## config.mk

```make
export PLATFORM = sky130hd
export DESIGN_NAME = mul_sequencer
export DESIGN_NICKNAME = d
export VERILOG_FILES = /design/src/rtl/mul_sequencer.sv
export SDC_FILE = /design/constraint.sdc
export NUM_CORES = 1
export LEC_CHECK = 0
export CAP_MARGIN = 5
export CORE_MARGIN = 5
export CORE_UTILIZATION = 37
export DETAILED_ROUTE_END_ITERATION = 10
export PLACE_DENSITY = 0.76
export SLEW_MARGIN = 20
export SYNTH_ARGS = -nofsm -noshare
export SYNTH_HDL_FRONTEND = slang
export SYNTH_SLANG_ARGS = --single-unit
```

## constraint.sdc

```tcl
create_clock -name clk -period 2.1 [get_ports clk]
set_input_delay 0.42 -clock clk [delete_from_list [all_inputs] [get_ports clk]]
set_output_delay 0.42 -clock clk [all_outputs]
set_load 0.01 [all_outputs]
```

## src/rtl/mul_sequencer.sv

```systemverilog
// -----------------------------------------------------------------------------
// mul_sequencer
//
// Issue/sequencing stage in front of the RV32M multiplier. Accepts one
// MUL/MULH/MULHSU/MULHU request at a time and decodes funct3 into the
// multiplier ctrl. It then holds the operands and ctrl frozen for LATENCY
// rising edges. After that it captures the multiplier result and presents it,
// with its destination tag, to writeback until the response handshake.
//
// The multiplier applies ctrl combinationally at both its input
// sign-extension and its output half-select. For that reason mul_a, mul_b and
// mul_ctrl only change on a request accept.
//
// Parameters
//   LATENCY : rising edges from stable multiplier inputs to a valid mul_y (>=1)
//   RD_W    : destination register tag width
//
// Ports
//   clk, rst_n            : clock (rising edge), async active-low reset
//   req_valid/req_ready   : request handshake from execute
//   req_funct3            : RV32M funct3 (bit 2 ignored)
//   req_a, req_b, req_rd  : rs1, rs2 and destination tag
//   flush                 : pipeline kill, highest priority
//   mul_a, mul_b, mul_ctrl: registered multiplier inputs
//                           ctrl[0] a signed, ctrl[1] b signed, ctrl[2] high word
//   mul_y                 : multiplier result
//   rsp_valid/rsp_ready   : response handshake to writeback
//   rsp_data, rsp_rd      : captured result and tag
//   busy                  : an operation is in flight or waiting for writeback
// -----------------------------------------------------------------------------
module mul_sequencer #(
    parameter int LATENCY = 4,
    parameter int RD_W    = 5
) (
    input  logic            clk,
    input  logic            rst_n,
    input  logic            req_valid,
    output logic            req_ready,
    input  logic [2:0]      req_funct3,
    input  logic [31:0]     req_a,
    input  logic [31:0]     req_b,
    input  logic [RD_W-1:0] req_rd,
    input  logic            flush,
    output logic [31:0]     mul_a,
    output logic [31:0]     mul_b,
    output logic [2:0]      mul_ctrl,
    input  logic [31:0]     mul_y,
    output logic            rsp_valid,
    input  logic            rsp_ready,
    output logic [31:0]     rsp_data,
    output logic [RD_W-1:0] rsp_rd,
    output logic            busy
);

    localparam int CNT_W = $clog2(LATENCY + 1);

    typedef enum logic [1:0] {
        S_IDLE = 2'd0,
        S_WAIT = 2'd1,
        S_DONE = 2'd2
    } state_e;

    state_e           state_q,     state_d;
    logic [CNT_W-1:0] cnt_q,       cnt_d;
    logic [31:0]      mul_a_q,     mul_a_d;
    logic [31:0]      mul_b_q,     mul_b_d;
    logic [2:0]       mul_ctrl_q,  mul_ctrl_d;
    logic [RD_W-1:0]  rd_q,        rd_d;
    logic             rsp_valid_q, rsp_valid_d;
    logic [31:0]      rsp_data_q,  rsp_data_d;
    logic [RD_W-1:0]  rsp_rd_q,    rsp_rd_d;
    logic             busy_q,      busy_d;

    logic             req_ready_s;
    logic             accept_s;

    // funct3 -> multiplier ctrl. Bit 2 of funct3 is a don't-care, so each
    // ctrl value covers a pair of funct3 codes.
    function automatic logic [2:0] decode_ctrl(input logic [2:0] funct3);
        logic [2:0] ctrl;
        case (funct3)
            3'b000, 3'b100: ctrl = 3'b000;  // MUL    : low word
            3'b001, 3'b101: ctrl = 3'b111;  // MULH   : s x s, high word
            3'b010, 3'b110: ctrl = 3'b101;  // MULHSU : s x u, high word
            3'b011, 3'b111: ctrl = 3'b100;  // MULHU  : u x u, high word
            default:        ctrl = 3'b000;
        endcase
        return ctrl;
    endfunction

    // Request acceptance: IDLE always, DONE only when the pending response
    // retires in the same cycle. Held low by flush and while in reset.
    always_comb begin
        req_ready_s = 1'b0;
        if (!rst_n || flush) begin
            req_ready_s = 1'b0;
        end else begin
            case (state_q)
                S_IDLE:  req_ready_s = 1'b1;
                S_DONE:  req_ready_s = rsp_ready;
                default: req_ready_s = 1'b0;
            endcase
        end
    end

    assign accept_s = req_valid && req_ready_s;

    // Next-state logic for the sequencer and all registered outputs.
    always_comb begin
        state_d     = state_q;
        cnt_d       = cnt_q;
        mul_a_d     = mul_a_q;
        mul_b_d     = mul_b_q;
        mul_ctrl_d  = mul_ctrl_q;
        rd_d        = rd_q;
        rsp_valid_d = rsp_valid_q;
        rsp_data_d  = rsp_data_q;
        rsp_rd_d    = rsp_rd_q;
        busy_d      = busy_q;

        if (flush) begin
            // Kill whatever is in flight. The multiplier inputs keep their
            // values, because they only ever change on accept.
            state_d     = S_IDLE;
            cnt_d       = '0;
            rsp_valid_d = 1'b0;
            busy_d      = 1'b0;
        end else if (accept_s) begin
            // Covers both the IDLE accept and the back-to-back accept in
            // DONE. The latter implies the old response retires this cycle.
            state_d     = S_WAIT;
            cnt_d       = CNT_W'(LATENCY);
            mul_a_d     = req_a;
            mul_b_d     = req_b;
            mul_ctrl_d  = decode_ctrl(req_funct3);
            rd_d        = req_rd;
            rsp_valid_d = 1'b0;
            busy_d      = 1'b1;
        end else begin
            case (state_q)
                S_WAIT: begin
                    if (cnt_q == CNT_W'(1)) begin
                        // Inputs have now been stable for LATENCY edges.
                        state_d     = S_DONE;
                        cnt_d       = '0;
                        rsp_data_d  = mul_y;
                        rsp_rd_d    = rd_q;
                        rsp_valid_d = 1'b1;
                    end else begin
                        cnt_d = cnt_q - CNT_W'(1);
                    end
                end
                S_DONE: begin
                    if (rsp_ready) begin
                        state_d     = S_IDLE;
                        rsp_valid_d = 1'b0;
                        busy_d      = 1'b0;
                    end else begin
                        state_d = S_DONE;
                    end
                end
                S_IDLE: begin
                    state_d = S_IDLE;
                end
                default: begin
                    state_d     = S_IDLE;
                    cnt_d       = '0;
                    rsp_valid_d = 1'b0;
                    busy_d      = 1'b0;
                end
            endcase
        end
    end

    // State and output registers.
    always_ff @(posedge clk or negedge rst_n) begin
        if (!rst_n) begin
            state_q     <= S_IDLE;
            cnt_q       <= '0;
            mul_a_q     <= 32'd0;
            mul_b_q     <= 32'd0;
            mul_ctrl_q  <= 3'b000;
            rd_q        <= '0;
            rsp_valid_q <= 1'b0;
            rsp_data_q  <= 32'd0;
            rsp_rd_q    <= '0;
            busy_q      <= 1'b0;
        end else begin
            state_q     <= state_d;
            cnt_q       <= cnt_d;
            mul_a_q     <= mul_a_d;
            mul_b_q     <= mul_b_d;
            mul_ctrl_q  <= mul_ctrl_d;
            rd_q        <= rd_d;
            rsp_valid_q <= rsp_valid_d;
            rsp_data_q  <= rsp_data_d;
            rsp_rd_q    <= rsp_rd_d;
            busy_q      <= busy_d;
        end
    end

    assign req_ready = req_ready_s;
    assign mul_a     = mul_a_q;
    assign mul_b     = mul_b_q;
    assign mul_ctrl  = mul_ctrl_q;
    assign rsp_valid = rsp_valid_q;
    assign rsp_data  = rsp_data_q;
    assign rsp_rd    = rsp_rd_q;
    assign busy      = busy_q;

endmodule

```

After elaboration in Yosys (flattened, before gate mapping)
Memories as Yosys holds them, arrays and structs flattened. A register that Yosys moved wholly into a read port is not among the register bits. Index checks and enable logic that the tools add are counted.

Bits of input ports: 109. Register bits after elaboration: 113. Output and inout port bits: 107. Memory bits (read-only): 24. Memories kept: 1. Word-level logic and storage cells: 51.

Bitwise logic cells: 2. Mux-type cells: 19. Eq/ne operators: 8. Add/subtract/negate cells: 1. Reductions and logical operators: 11.

Memory list: (name not given) (depth 8, bits a word 3, rd ports 1, clocked after memory_dff 1, write ports 0, RTL line 81) `case (funct3)`.

Operators with widths (count): $mux W3 (3); $mux W2 (4); $ne A4 B4 Y1 const B (2); $mux W1 (7); $ne A3 B1 Y1 const B (2); $pmux W3 S2 (1); $pmux W1 S2 (2); $pmux W2 S2 (1); $reduce_and A2 Y1 (2); $reduce_and A4 Y1 (1); $reduce_or A2 Y1 (2); $eq A3 B1 Y1 const B (1); $ne A3 B3 Y1 const B (1); $pmux W1 S3 (1); $reduce_and A3 Y1 (1); $sub A3 B1 Y3 const B (1); $eq A2 B1 Y1 const B (1); $eq A2 B2 Y1 const B (1); $logic_not A1 Y1 (2); $logic_not A2 Y1 (1); $not A1 Y1 (2); $logic_and A1 B1 Y1 (1); $logic_or A1 B1 Y1 (1).

Depth between registers and ports, before layout
Gate-level depths: netlist of run 1.

Word-level depth: 6. Mapped depth: 8. Gate-level depth less buffers: 6.

Worst setup path before layout of run 1
OpenSTA, ideal clock, no wires.

Path type: register to register. Start: register state_q[0]. End: register rsp_data_q[10] (netlist: rsp_data[10]). Path buffers: 2. Clock period less this slack: 2151 ps. Library setup time: 125 ps. Cell stages (with the launch flop): 9. Setup slack: -51 ps. Required time: 1975 ps. Data arrival time: 2026 ps. Path through: dfrtp_1 > inv_1 > ha_1 > a21o_1 > a31o_1 > or3b_1 > buf_6 > buf_12 > mux2_4.

Word-level cells in the longest chain between the ends: 6. Elaborated cells between the ends (all ways): 8. Those cells by class: eq/ne (2); mux (2); bitwise (1); reduce/logical (3).

RTL lines: start, declared (RTL line 63) `state_e state_q, state_d;`; start signal, assigned (RTL line 189) `state_q <= state_d;`; $eq A2 B2 Y1 / $logic_not A2 Y1 (equally long branches) (RTL line 98) `case (state_q)`; $pmux W1 S2 (RTL line 98); $mux W1 (RTL line 95) `if (!rst_n || flush) begin`; $logic_and A1 B1 Y1 (RTL line 106) `assign accept_s = req_valid && req_ready_s;`; $not A1 Y1 (no line); $reduce_and A4 Y1 (no line) (*); end signal, assigned (RTL line 196) `rsp_data_q <= rsp_data_d;`; end, declared (RTL line 70) `logic [31:0] rsp_data_q, rsp_data_d;`.

Every way passes the cells marked *; elsewhere a longest branch is shown, timed or not. A chain may end at the register's enable or synchronous reset.

Worst setup path after layout of run 1
Start: register state_q[0]. End: register rsp_data_q[15] (netlist: rsp_data[15]).

The elaborated chain is that of the path after synthesis.

==> results of run 1 <==
cell type report:
cell class | count | area [sq um]
Clock buffer | 26 | 499.2
Clock inverter | 5 | 25.02
Fill cell | 967 | 4609
Inverter | 7 | 26.28
Multi-Input combinational cell | 147 | 1599
Sequential cell | 116 | 2903
Tap cell | 168 | 210.2
Timing Repair Buffer | 228 | 2290
per-layer routing:
metal	global-route usage, %	wire, microns
met1	16.93	4307
met2	27.76	5969
met3	8.635	1257
met4	5.742	197
met5	0	0
cell usage after synthesis:
library cell / n / area share (%)
a21o_1: 1 / 0.16
a21oi_1: 5 / 0.54
a22oi_1: 1 / 0.16
a31o_1: 1 / 0.19
buf_1: 3 / 0.24
buf_12: 3 / 1.3
buf_2: 4 / 0.43
buf_6: 1 / 0.24
clkbuf_1: 1 / 0.081
dfrtp_1: 116 / 63
ha_1: 7 / 1.9
inv_1: 7 / 0.57
mux2_2: 79 / 19
mux2_4: 30 / 9.7
nand2_1: 4 / 0.32
nand2b_1: 1 / 0.14
nand3_1: 1 / 0.11
nand4b_1: 1 / 0.19
nor2_1: 5 / 0.41
nor2b_1: 2 / 0.27
nor3_1: 4 / 0.43
o21ai_0: 3 / 0.32
o31ai_1: 1 / 0.16
or3b_1: 1 / 0.19
power by group through the flow:
stage | Sequential, uW | Combinational, uW | Clock (uW)
final | 2710 | 1390 | 2530
after global routing | 2750 | 1490 | 2700
after CTS | 2710 | 1420 | 2600
after detailed placement | 2740 | 1410 | 0
after global placement | 2720 | 1390 | 0
after floorplan | 2870 | 325 | 0
stage by stage:
step | hold slack (ns) | instances
floorplan | 0.1244 | 282
global placement | 0.4653 | 666
detailed placement | 0.4915 | 666
CTS | 0.2103 | 697
global route | 0.2573 | 697
finish | 0.1909 | 697
repair_timing:
action                                  CTS  global route
resized for setup                         6             1
endpoints found under the setup margin   38            18
cloned                                    0             0
cells by family after synthesis:
group | count (synthesis) | share of synthesized area [%]
DFF | 116 | 62.70
AOI/OAI and AO/OA | 12 | 1.541
muxes | 109 | 28.95
buffers and inverters | 19 | 2.865
and+or+nand+nor | 19 | 2.054
adders and majority gates | 7 | 1.892
sequential cells by signal, indices dropped and copies added, names as in the netlist:
register   cells
mul_b         32
cnt_q          3
rsp_data      32
rd_q           5
rsp_rd         5
rsp_valid      1
state_q        2
busy           1
mul_a         32
mul_ctrl       3
worst paths after layout:
path | startpoint | slack [ns] | depth (start not counted) | endpoint
max | state_q[0]$_DFFE_PN0P_ | 0.06 | 7 | rsp_data[15]$_DFFE_PN0P_
min | rst_n | 0.19 | 2 | rsp_data[4]$_DFFE_PN0P_
min in group clk | mul_ctrl[2]$_DFFE_PN0P_ | 0.49 | 2 | mul_ctrl[2]$_DFFE_PN0P_
min reg2reg | mul_ctrl[2]$_DFFE_PN0P_ | 0.49 | 2 | mul_ctrl[2]$_DFFE_PN0P_
max in group asynchronous | rst_n | 0.68 | 3 | mul_b[23]$_DFFE_PN0P_
max reg2reg | state_q[0]$_DFFE_PN0P_ | 0.06 | 7 | rsp_data[15]$_DFFE_PN0P_
==> metrics, run 1 <==
f_max=490.1 MHz; Routed WL=~12,000 microns; GRT Residual Overflow=0; most frequent cells in the layout=212 x clkdlybuf4s50_1, 116 x dfrtp_1, 79 x mux2_2, 30 x mux2_4, 17 x clkbuf_16; routed vias=between 3,000 and 4,000; Switching Fraction=roughly a quarter; Int Pwr=5081 uW; I/O pin count=216; cells after synthesis=~280; row count=40; GRT Total Usage=16.20%; cell area after layout=7552 sq um; Synth cell types=24; Num CTS Buffers=17; post-DP HPWL=around 9000 microns; dpl ws=-0.2890 ns; post-route ant nets=0; number of vias per cell=between 4 and 5; clock power share=a little under two fifths; Die Area=~15,000 sq um; Setup Skew=~0.0058 ns; relative slew slack=around 50%; Setup Crit Path Kind=register to register; final critical-path required period=approximately 2.0 ns; worst slew pin tran=~0.77 ns; Comb power frac=21.0%; port bufs=approximately 210; Diodes inserted=0; Pins Over Slew Limit=0; Pwr Total=about 6600 uW; Mean Syn Cell Area=roughly 16 sq um; sequential cell area fraction in the yosys report=62.70%; Slowest-stage cell, CP=or3b_4; crit end category=register; width of the die=~120 microns; Post-Syn Nets=a little under 400; first drt pass iteration count=4; peak per-stage delay on the critical path=0.42 ns; Setup Viol. Count Final=0; nets@finish=~630; TNS Setup=0 ns; Final Hold Vio Count=0; area growth from synthesis to layout=63.14%; RSZ-0062 raised after global routing=false; worst path required time=about 2.4 ns; Sequential Power Share=40.8%; PD cells=approximately 900 nW/um^2; vias in the first global route=3,574; synthesis-stage register bit count=around 120; die height=121.9 microns; Post-CTS Hold Fix Bufs=0; Synth Cell Area=4629 sq um; initial antenna violation count=0; worst setup margin=slightly below 0.06 ns; area of the core=about 12,000 sq um; CTS tree=yes; CP delay by family, top=simple AND/OR/NAND/NOR gates; clock-pin slew on the worst setup and hold paths=roughly 0.05 ns; CP Data Arrival Time=between 2 and 2.5 ns; Synthesis Warnings=0; routed length per instance=~17 microns; Starting Density=a little under two fifths; crit path max fanout=19; placed inst area=approximately 7000 sq um; CTS Root Cell=clkbuf_16; largest net degree at the start of global routing=slightly above 60; first-pass GRT wire length=around 18,000 microns; sum of buffers and inverters on the critical path=2; Skew-Pair Late Insertion Delay=~0.40 ns; Worst setup SP type=register; Leakage Power=around 0.0034 uW; DR iter-0 viols=slightly below 80; clock sink count=about 120; Final Wtd Congestion=0.7459; Worst Hold Class=primary input to async pin; Switch Pwr=between 1500 and 2000 uW; H-tree level count=4; DR DRC count=0; layout cell share with drive strength beyond 1=29.30%; final core utilization=about 62%; status=complete, no violations; Peak VDD IR=0.0006478 V; setup bufs post-CTS=0; maxcap violations=0; final period utilization=a little over nine tenths; crit path cell chain=inv_2 > ha_1 > a21o_1 > a31o_1 > or3b_4 > buf_12 > mux2_4; clk buf depth=2; most common cell after layout, fill and taps aside=clkdlybuf4s50_1
No activity file was read; power rests on OpenSTA's default activity.
==> inputs of run 2 (changes only) <==
Settings changed: CAP_MARGIN 5 to unset.
==> results of run 2 <==
The final DEF is identical to that of run 1; final timing and power are the same.
